**src/rtl/home_auto_pkg.sv**
```systemverilog
// Shared types and defaults for the home automation blocks.
// Occupancy FSM state encoding and timing defaults.
package home_auto_pkg;

  typedef enum logic [1:0] {
    IDLE     = 2'd0,
    CONFIRM  = 2'd1,
    OCCUPIED = 2'd2,
    HOLD     = 2'd3
  } occ_state_t;

  localparam int OCC_DEBOUNCE_DEF = 4;
  localparam int OCC_HOLD_DEF     = 16;

endpackage

```
**src/rtl/occupancy_detector_if.sv**
```systemverilog
// Sensor-side bundle of the occupancy detector.
// The master drives the sensor inputs; the slave is the detector.
interface occupancy_detector_if;

  logic       motion_raw;
  logic       force_vacant;
  logic       occupied;
  logic       motion_event;
  logic       vacancy_event;
  logic [1:0] state_dbg;

  modport master (
    output motion_raw,
    output force_vacant,
    input  occupied,
    input  motion_event,
    input  vacancy_event,
    input  state_dbg
  );

  modport slave (
    input  motion_raw,
    input  force_vacant,
    output occupied,
    output motion_event,
    output vacancy_event,
    output state_dbg
  );

endinterface

```
**src/rtl/occupancy_detector_sync.sv**
```systemverilog
// Generic two-flop synchroniser, async reset to 0.
// Shared with the daylight sensor input.
module bit_sync2 (
  input  logic clk,
  input  logic rst,
  input  logic d,
  output logic q
);

  logic meta;

  always_ff @(posedge clk or posedge rst) begin
    if (rst) begin
      meta <= 1'b0;
      q    <= 1'b0;
    end else begin
      meta <= d;
      q    <= meta;
    end
  end

endmodule

```
**src/rtl/occupancy_detector.sv**
```systemverilog
// PIR motion to clean occupancy level with debounce,
// hold-off timer and one-cycle entry/vacancy events.
module occupancy_detector
  import home_auto_pkg::*;
#(
  parameter int DEBOUNCE_CYCLES = OCC_DEBOUNCE_DEF,
  parameter int HOLD_CYCLES     = OCC_HOLD_DEF,
  parameter int HOLD_W          = 16
) (
  input  logic clk,
  input  logic rst,
  occupancy_detector_if.slave bus
);

  localparam logic [7:0] DB_LAST =
    8'(DEBOUNCE_CYCLES - 1);
  localparam logic [HOLD_W-1:0] HOLD_LAST =
    HOLD_W'(HOLD_CYCLES - 1);

  occ_state_t        state, state_n;
  logic [7:0]        dcnt, dcnt_n;
  logic [HOLD_W-1:0] hcnt, hcnt_n;
  logic              mev_n, vev_n;
  logic              occ_n;
  logic              m_s;

  bit_sync2 u_sync (
    .clk (clk),
    .rst (rst),
    .d   (bus.motion_raw),
    .q   (m_s)
  );

  always_ff @(posedge clk or posedge rst) begin
    if (rst) begin
      state             <= IDLE;
      dcnt              <= '0;
      hcnt              <= '0;
      bus.occupied      <= 1'b0;
      bus.motion_event  <= 1'b0;
      bus.vacancy_event <= 1'b0;
    end else begin
      state             <= state_n;
      dcnt              <= dcnt_n;
      hcnt              <= hcnt_n;
      bus.occupied      <= occ_n;
      bus.motion_event  <= mev_n;
      bus.vacancy_event <= vev_n;
    end
  end

  // Counters only step when a guard proves no wrap is possible.
  always_comb begin
    state_n = state;
    dcnt_n  = dcnt;
    hcnt_n  = hcnt;
    mev_n   = 1'b0;
    vev_n   = 1'b0;
    if (bus.force_vacant) begin
      state_n = IDLE;
      dcnt_n  = '0;
      hcnt_n  = '0;
    end else begin
      unique case (state)
        IDLE: begin
          if (m_s) begin
            state_n = CONFIRM;
            dcnt_n  = 8'd1;
          end
        end
        CONFIRM: begin
          if (!m_s) begin
            state_n = IDLE;
            dcnt_n  = '0;
          end else if (dcnt == DB_LAST) begin
            state_n = OCCUPIED;
            dcnt_n  = '0;
            mev_n   = 1'b1;
          end else begin
            dcnt_n  = dcnt + 8'd1;
          end
        end
        OCCUPIED: begin
          if (!m_s) begin
            state_n = HOLD;
            hcnt_n  = HOLD_LAST;
          end
        end
        HOLD: begin
          if (m_s) begin
            state_n = OCCUPIED;
            hcnt_n  = '0;
          end else if (hcnt == '0) begin
            state_n = IDLE;
            vev_n   = 1'b1;
          end else begin
            hcnt_n  = hcnt - 1'b1;
          end
        end
        default: begin
          state_n = IDLE;
        end
      endcase
    end
  end

  always_comb begin
    occ_n = (state_n == OCCUPIED) ||
            (state_n == HOLD);
  end

  assign bus.state_dbg = state;

endmodule
```
**src/flat_wrapper.sv**
```systemverilog
// flat-port wrapper written by rule: the top's interface ports become plain ports
module occupancy_detector_flat import home_auto_pkg::*;
#(
  parameter int DEBOUNCE_CYCLES = OCC_DEBOUNCE_DEF,
  parameter int HOLD_CYCLES     = OCC_HOLD_DEF,
  parameter int HOLD_W          = 16
)
  (clk, rst, bus_motion_raw, bus_force_vacant, bus_occupied, bus_motion_event, bus_vacancy_event, bus_state_dbg);
  occupancy_detector_if bus_i ();
  input  logic clk;
  input  logic rst;
  input wire logic [$bits(bus_i.motion_raw)-1:0] bus_motion_raw;
  input wire logic [$bits(bus_i.force_vacant)-1:0] bus_force_vacant;
  output wire logic [$bits(bus_i.occupied)-1:0] bus_occupied;
  output wire logic [$bits(bus_i.motion_event)-1:0] bus_motion_event;
  output wire logic [$bits(bus_i.vacancy_event)-1:0] bus_vacancy_event;
  output wire logic [$bits(bus_i.state_dbg)-1:0] bus_state_dbg;
  assign bus_i.motion_raw = bus_motion_raw;
  assign bus_i.force_vacant = bus_force_vacant;
  assign bus_occupied = bus_i.occupied;
  assign bus_motion_event = bus_i.motion_event;
  assign bus_vacancy_event = bus_i.vacancy_event;
  assign bus_state_dbg = bus_i.state_dbg;
  occupancy_detector #(.DEBOUNCE_CYCLES(DEBOUNCE_CYCLES), .HOLD_CYCLES(HOLD_CYCLES), .HOLD_W(HOLD_W)) u_core (.clk(clk), .rst(rst), .bus(bus_i));
endmodule
```
**config.mk**
```make
export PLATFORM = sky130hd
export DESIGN_NAME = occupancy_detector_flat
export DESIGN_NICKNAME = d
export VERILOG_FILES = /design/src/rtl/home_auto_pkg.sv /design/src/rtl/occupancy_detector_if.sv /design/src/rtl/occupancy_detector_sync.sv /design/src/rtl/occupancy_detector.sv /design/src/flat_wrapper.sv
export SDC_FILE = /design/constraint.sdc
export NUM_CORES = 1
export LEC_CHECK = 0
export BUFFER_PORTS_ARGS = -buffer_cell sky130_fd_sc_hd__buf_2
export CAP_MARGIN = 20
export CORE_MARGIN = 2
export CORE_UTILIZATION = 54
export DETAILED_ROUTE_END_ITERATION = 16
export HOLD_SLACK_MARGIN = 0.08
export PLACE_DENSITY = 0.72
export SKIP_LAST_GASP = 1
export SLEW_MARGIN = 30
export SYNTH_ARGS = -nofsm -noshare
export SYNTH_HDL_FRONTEND = slang
export SYNTH_SLANG_ARGS = --single-unit
```
**constraint.sdc**
```tcl
create_clock -name clk -period 4.1 [get_ports clk]
set_input_delay 0 -clock clk [delete_from_list [all_inputs] [get_ports clk]]
set_output_delay 0 -clock clk [all_outputs]
set_load 0.05 [all_outputs]
```
Word level (Yosys, flattened, before mapping)
Cells that the tools add are included.
{"block": "totals", "register_bits": 31, "inputBits": 4, "output_inout_bits": 5, "wordCells": 52}
{"block": "op_classes", "n_addsub": 2, "eq_ne": 9, "n_mux": 26, "n_reduce_logical": 7}
{"op": "$mux 16", "count": 4}
{"op": "$mux 8", "count": 4}
{"op": "$pmux 16 s2", "count": 1}
{"op": "$logic_not 16->1", "count": 1}
{"op": "$pmux 8 s2", "count": 1}
{"op": "$sub 16x1->16 const B", "count": 1}
{"op": "$mux 2", "count": 7}
{"op": "$add 8x1->8 const B", "count": 1}
{"op": "$eq 2x2->1 const B", "count": 4}
{"op": "$eq 8x2->1 const B", "count": 1}
{"op": "$mux 1", "count": 8}
{"op": "$pmux 2 s4", "count": 1}
{"op": "$ne 3x3->1 const B", "count": 2}
{"op": "$reduce_bool 3->1", "count": 2}
{"op": "$ne 4x4->1 const B", "count": 1}
{"op": "$reduce_and 3->1", "count": 1}
{"op": "$eq 2x1->1 const B", "count": 1}
{"op": "$logic_not 2->1", "count": 1}
{"op": "$reduce_and 2->1", "count": 1}
{"op": "$logic_or 1x1->1", "count": 1}

Depth between registers and ports, before layout
{"block": "logic_depth", "ltp_word": 7, "mapped_depth": 9, "mapped_depth_nobuf": 7}

Modules after synthesis
Synthesis repeated with hierarchy kept, for this count alone.
{"block": "unflattened", "cells_unflattened": 184, "area_unflattened_um2": 1717.9}
{"module": "occupancy_detector", "n_inst": 1, "cells_each": 181, "area_per_inst_um2": 1664.1, "seq_area_each_um2": 725.7}
{"module": "bit_sync2", "n_inst": 1, "cells_each": 3, "area_per_inst_um2": 53.8, "seq_area_each_um2": 50.0}

Least setup slack after synthesis
Ideal clock, no wire load.
{"block": "synth_path", "path_type": "register -> register", "from": "register u_core.hcnt[0]", "to": "register u_core.hcnt[5]", "setup_ns": 0.129, "arrival_time_ns": 1.947, "required_time_ns": 3.971, "slack_ns": 2.024, "stages_incl_launch_ff": 10, "path_buffers": 2, "synth_period_minus_slack_ns": 2.076, "cell_sequence": "dfrtp_1 inv_1 ha_1 or4b_1 buf_2 nor4_4 nand2b_1 buf_4 or2b_1 o21ai_0"}
{"block": "synth_via", "elab_chain_cells": 5, "word_cells_on_any_way": 8, "classes_between": "1 x add/sub; 1 x eq/ne; 4 x mux; 2 x reduce/logical"}
{"item": "start: declaration", "line": "occupancy_detector.sv:22", "source": "logic [HOLD_W-1:0] hcnt, hcnt_n;"}
{"item": "start signal: assignment", "line": "occupancy_detector.sv:45", "source": "hcnt <= hcnt_n;"}
{"item": "$sub 16x1->16", "line": "occupancy_detector.sv:97", "source": "hcnt_n = hcnt - 1'b1;"}
{"item": "$mux 16", "line": "occupancy_detector.sv:93", "source": "end else if (hcnt == '0) begin"}
{"item": "$mux 16", "line": "occupancy_detector.sv:90", "source": "if (m_s) begin"}
{"item": "$pmux 16 s2", "line": "occupancy_detector.sv:64", "source": "unique case (state)"}
{"item": "$mux 16", "line": "occupancy_detector.sv:59", "source": "if (bus.force_vacant) begin"}
Several ways; a longest one is shown, not always the timed one. The select of a mux whose other input is x is not followed.
A chain may end at the register's enable or synchronous reset.

Worst setup path in the final report
Ends and elaborated chain as after synthesis.

==> results.toml <==
[synthesis]
synthArstFlopShare_pct = 100.0
synth_most_common_cell = "dfrtp_1"
synth_fa_ha_area_share_pct = 1.481
yosys_most_used_dff = "dfrtp_1"
ys_seq_elements = 31
yosysWarnings = 0
synth_top_family_by_area = "simple AND/OR/NAND/NOR gates"
synthTopCellsByArea = "dfrtp_1 46%, o21ai_0 8.3%, a21oi_1 5.3%, nor2_1 3.8%, nor3_1 3.3%"
yosys.area_share.simple_pct = 26.44
yosysTopAreaCellShare_pct = 45.93
synth_compound_area_share_pct = 22.74
yosys.area_share.xor_xnor_pct = 0
synth-edff-count = 0
synth_mux_area_share_pct = 0
synth_top_cell_by_area = "dfrtp_1"
ys_seq_area_share_pct = 45.93
syn_inst = 189
ys_types = 35
syn_area_mm2 = 0.001689
synth_nets = 195
synth_commonest_cells = "31 x dfrtp_1, 28 x o21ai_0, 18 x a21oi_1"
synth.avg_cell_area_um2 = 8.937

[clocking]
cts_max_level = 2
clock_path_buffers = 2
clkLatencyLatePin_ns = 0.32
cts_buffers = 5
cts_setup_buffers = 0
cts_tree = "done"
cts_root_buf = "clkbuf_4"
clk_pin_slew_ns = 0.09
clock-sinks = 31
cts_resized = 0
ctsHoldBuffers = 3

[critical_path]
path_delay_family = "simple AND/OR/NAND/NOR gates"
worst-endpoint-arrival_ns = 2.58
r2r_end = "u_core.hcnt[5]"
endpoint_kind = "flip-flop"
critPathSlowestCell = "or4b_1"
r2r_slack_ns = 1.73
r2r-start = "u_core.hcnt[0]"
path_cells = "inv_1 -> ha_1 -> or4b_1 -> nor4_4 -> nand2b_1 -> or2b_1 -> o21ai_0"
critPathMaxFanout = 9
crit_required_ns = 4.31
path_class = "flip-flop to flip-flop"
max_stage_delay_ns = 0.60
r2r_cells = 7
cp-start-kind = "flip-flop"
cp_num_buf_inv = 1

[routing]
vias = 1439
drtPass1Iterations = 4
drtIter0Drc = 77
ant_nets = 0
drcViolationCount = 0
routed_wl_um = 3538
vias_per_cell = 6.150
wl_per_cell_um = 15.12

[sta]
grt_setup_unrepaired = "false"
worst_slack_ns = 1.729
fin_skew_ns = 0.007392
finalSetupTns_ns = 0
period_share_pct = 57.84
fin_crit_ns = 2.371
finalMaxSlewViolations = 0
maxSlewHeadroom_pct = 53.33
setup_viol = 0
tightest_slew_ns = 0.6985
hold_violations = 0
clock.fmax_ghz = 0.4217

[finish]
instances_no_fill = 234
final_area_mm2 = 0.001842
nFillCells = 268
final_nets = 206
drive_gt1_share_pct = 10.95
diodes = 0
area_growth_pct = 9.037

[grt]
grt_pass1_vias = 1259
grt_max_degree = 32
antenna_found_initial = 0
track_usage_pct = 21.29
grt_pass1_wl_um = 5754
grt_overflow_total = 0

[place]
place_ws_ns = 1.733
placed_cells = 223
gp_congestion = 0.8047
numPortBuffers = 8
hpwl_um = 2498
place_area_mm2 = 0.001743

[floorplanning]
die-area_mm2 = 0.003592
die_width_um = 59.93
fp.coreArea_mm2 = 0.003003
start_util_pct = 56.25
num_io_pins = 9
dieHeight_um = 59.93
num_rows = 20

[power]
seqPwrFrac_pct = 57.9
p_total_uw = 540.7
p_sw_uw = 121.5
pwr-share-clk_pct = 36.6
peakVddDrop_v = 0.0002015
sw_frac_of_total_pct = 22.48
cellPowerDensity_mw_per_mm2 = 293.5
p_leak_uw = 0.0008425
comb_power_share_pct = 5.5
intPower_uw = 419.1

[flow_run]
max_cap_viol_count = 0

[worst_hold_path]
min_path_type = "input port to async pin"

[outcome]
status = "complete, no violations"
[worst min-delay path: stages]
cell and delay (ns):
dlygate4sd3_1 0.53, buf_2 0.12, inv_1 0.04, buf_4 0.34
[layer usage]
layer  part of all wire [%]  wire, µm  track usage [%]  up-vias
met3                    4.3       153            5.844        2
met1                     47      1679            28.98      683
met2                     48      1692            33.85       35
met5                      0         0                0        -
li1                       -         -                -      719
met4                   0.37        13            4.762        0
[cell families (layout without fill, tap and decap cells)]
family | Yosys count | count (layout)
AOI/OAI and AO/OA | 63 | 63
and+or+nand+nor | 79 | 79
DFF | 31 | 31
buffers and inverters | 14 | 26
adders and majority gates | 2 | 2
[power by group through the flow]
stage               sequential (µW)  combinational (µW)  clock (µW)
global route                    314                32.8         220
global placement                319                27.4           0
CTS                             313                30.2         205
detailed placement              319                27.8           0
finish                          313                29.8         198
floorplan                       318                20.3           0
[flip-flops by register name, indices dropped and copies added (netlist names)]
signal                    flops
u_core.bus.state_dbg          2
u_core.dcnt                   8
u_core.bus.occupied           1
u_core.hcnt                  16
u_core.bus.vacancy_event      1
u_core.u_sync.meta            1
u_core.bus.motion_event       1
u_core.u_sync.q               1
[placed cells by master (no fill, tap or decap), types with 2 or more instances in the layout]
master | netlist | routed
a21oi_1 | 18 | 18
nor3_1 | 11 | 11
nand3_1 | 5 | 5
or4b_1 | 2 | 2
dlygate4sd3_1 | 0 | 3
buf_2 | 1 | 8
and3_1 | 2 | 2
inv_1 | 6 | 6
dfrtp_1 | 31 | 31
or4_1 | 2 | 2
ha_1 | 2 | 2
o211a_1 | 3 | 3
clkbuf_8 | 0 | 2
nand2_1 | 14 | 14
o211ai_1 | 2 | 2
nor2_1 | 17 | 17
clkbuf_4 | 0 | 5
nand2b_1 | 7 | 7
nor4_4 | 2 | 2
or3_1 | 2 | 2
o31ai_1 | 4 | 4
a31oi_1 | 4 | 4
o21ai_0 | 28 | 28
nor4_1 | 3 | 3
nand4_1 | 5 | 5
[metrics by stage]
| step | hold slack [ns] | utilization, % |
|---|---|---|
| final | 0.2927 | 61.33 |
| after CTS | 0.2932 | 61.33 |
| after global placement | 0.09285 | 58.04 |
| after floorplan | 0.03143 | - |
| after global routing | 0.2999 | 61.33 |
| after detailed placement | 0.09960 | 58.04 |
[how the worst max path moves through the flow]
| stage | slack (ns) | from | depth (start not counted) | to |
|---|---|---|---|---|
| final | 1.73 | u_core.hcnt[0] | 7 | u_core.hcnt[5] |
| after global routing | 1.52 | u_core.hcnt[0] | 7 | u_core.hcnt[5] |
| after CTS | 1.72 | u_core.hcnt[0] | 7 | u_core.hcnt[5] |
| after detailed placement | 1.73 | u_core.hcnt[0] | 7 | u_core.hcnt[5] |
| after global placement | 1.83 | u_core.hcnt[0] | 7 | u_core.hcnt[5] |
| after floorplan | 2.02 | u_core.hcnt[0] | 9 | u_core.hcnt[5] |
[area by class of cell]
class / count / area (µm²) / share of cell area, %
Multi-Input combinational cell: 144 / 855.8 / 46.47
Timing Repair Buffer: 12 / 77.57 / 4.212
Tap cell: 33 / 41.29 / 2.242
Sequential cell: 31 / 775.7 / 42.12
Inverter: 6 / 22.52 / 1.223
Clock buffer: 8 / 68.82 / 3.736
Power figures use the tool's default switching activity.
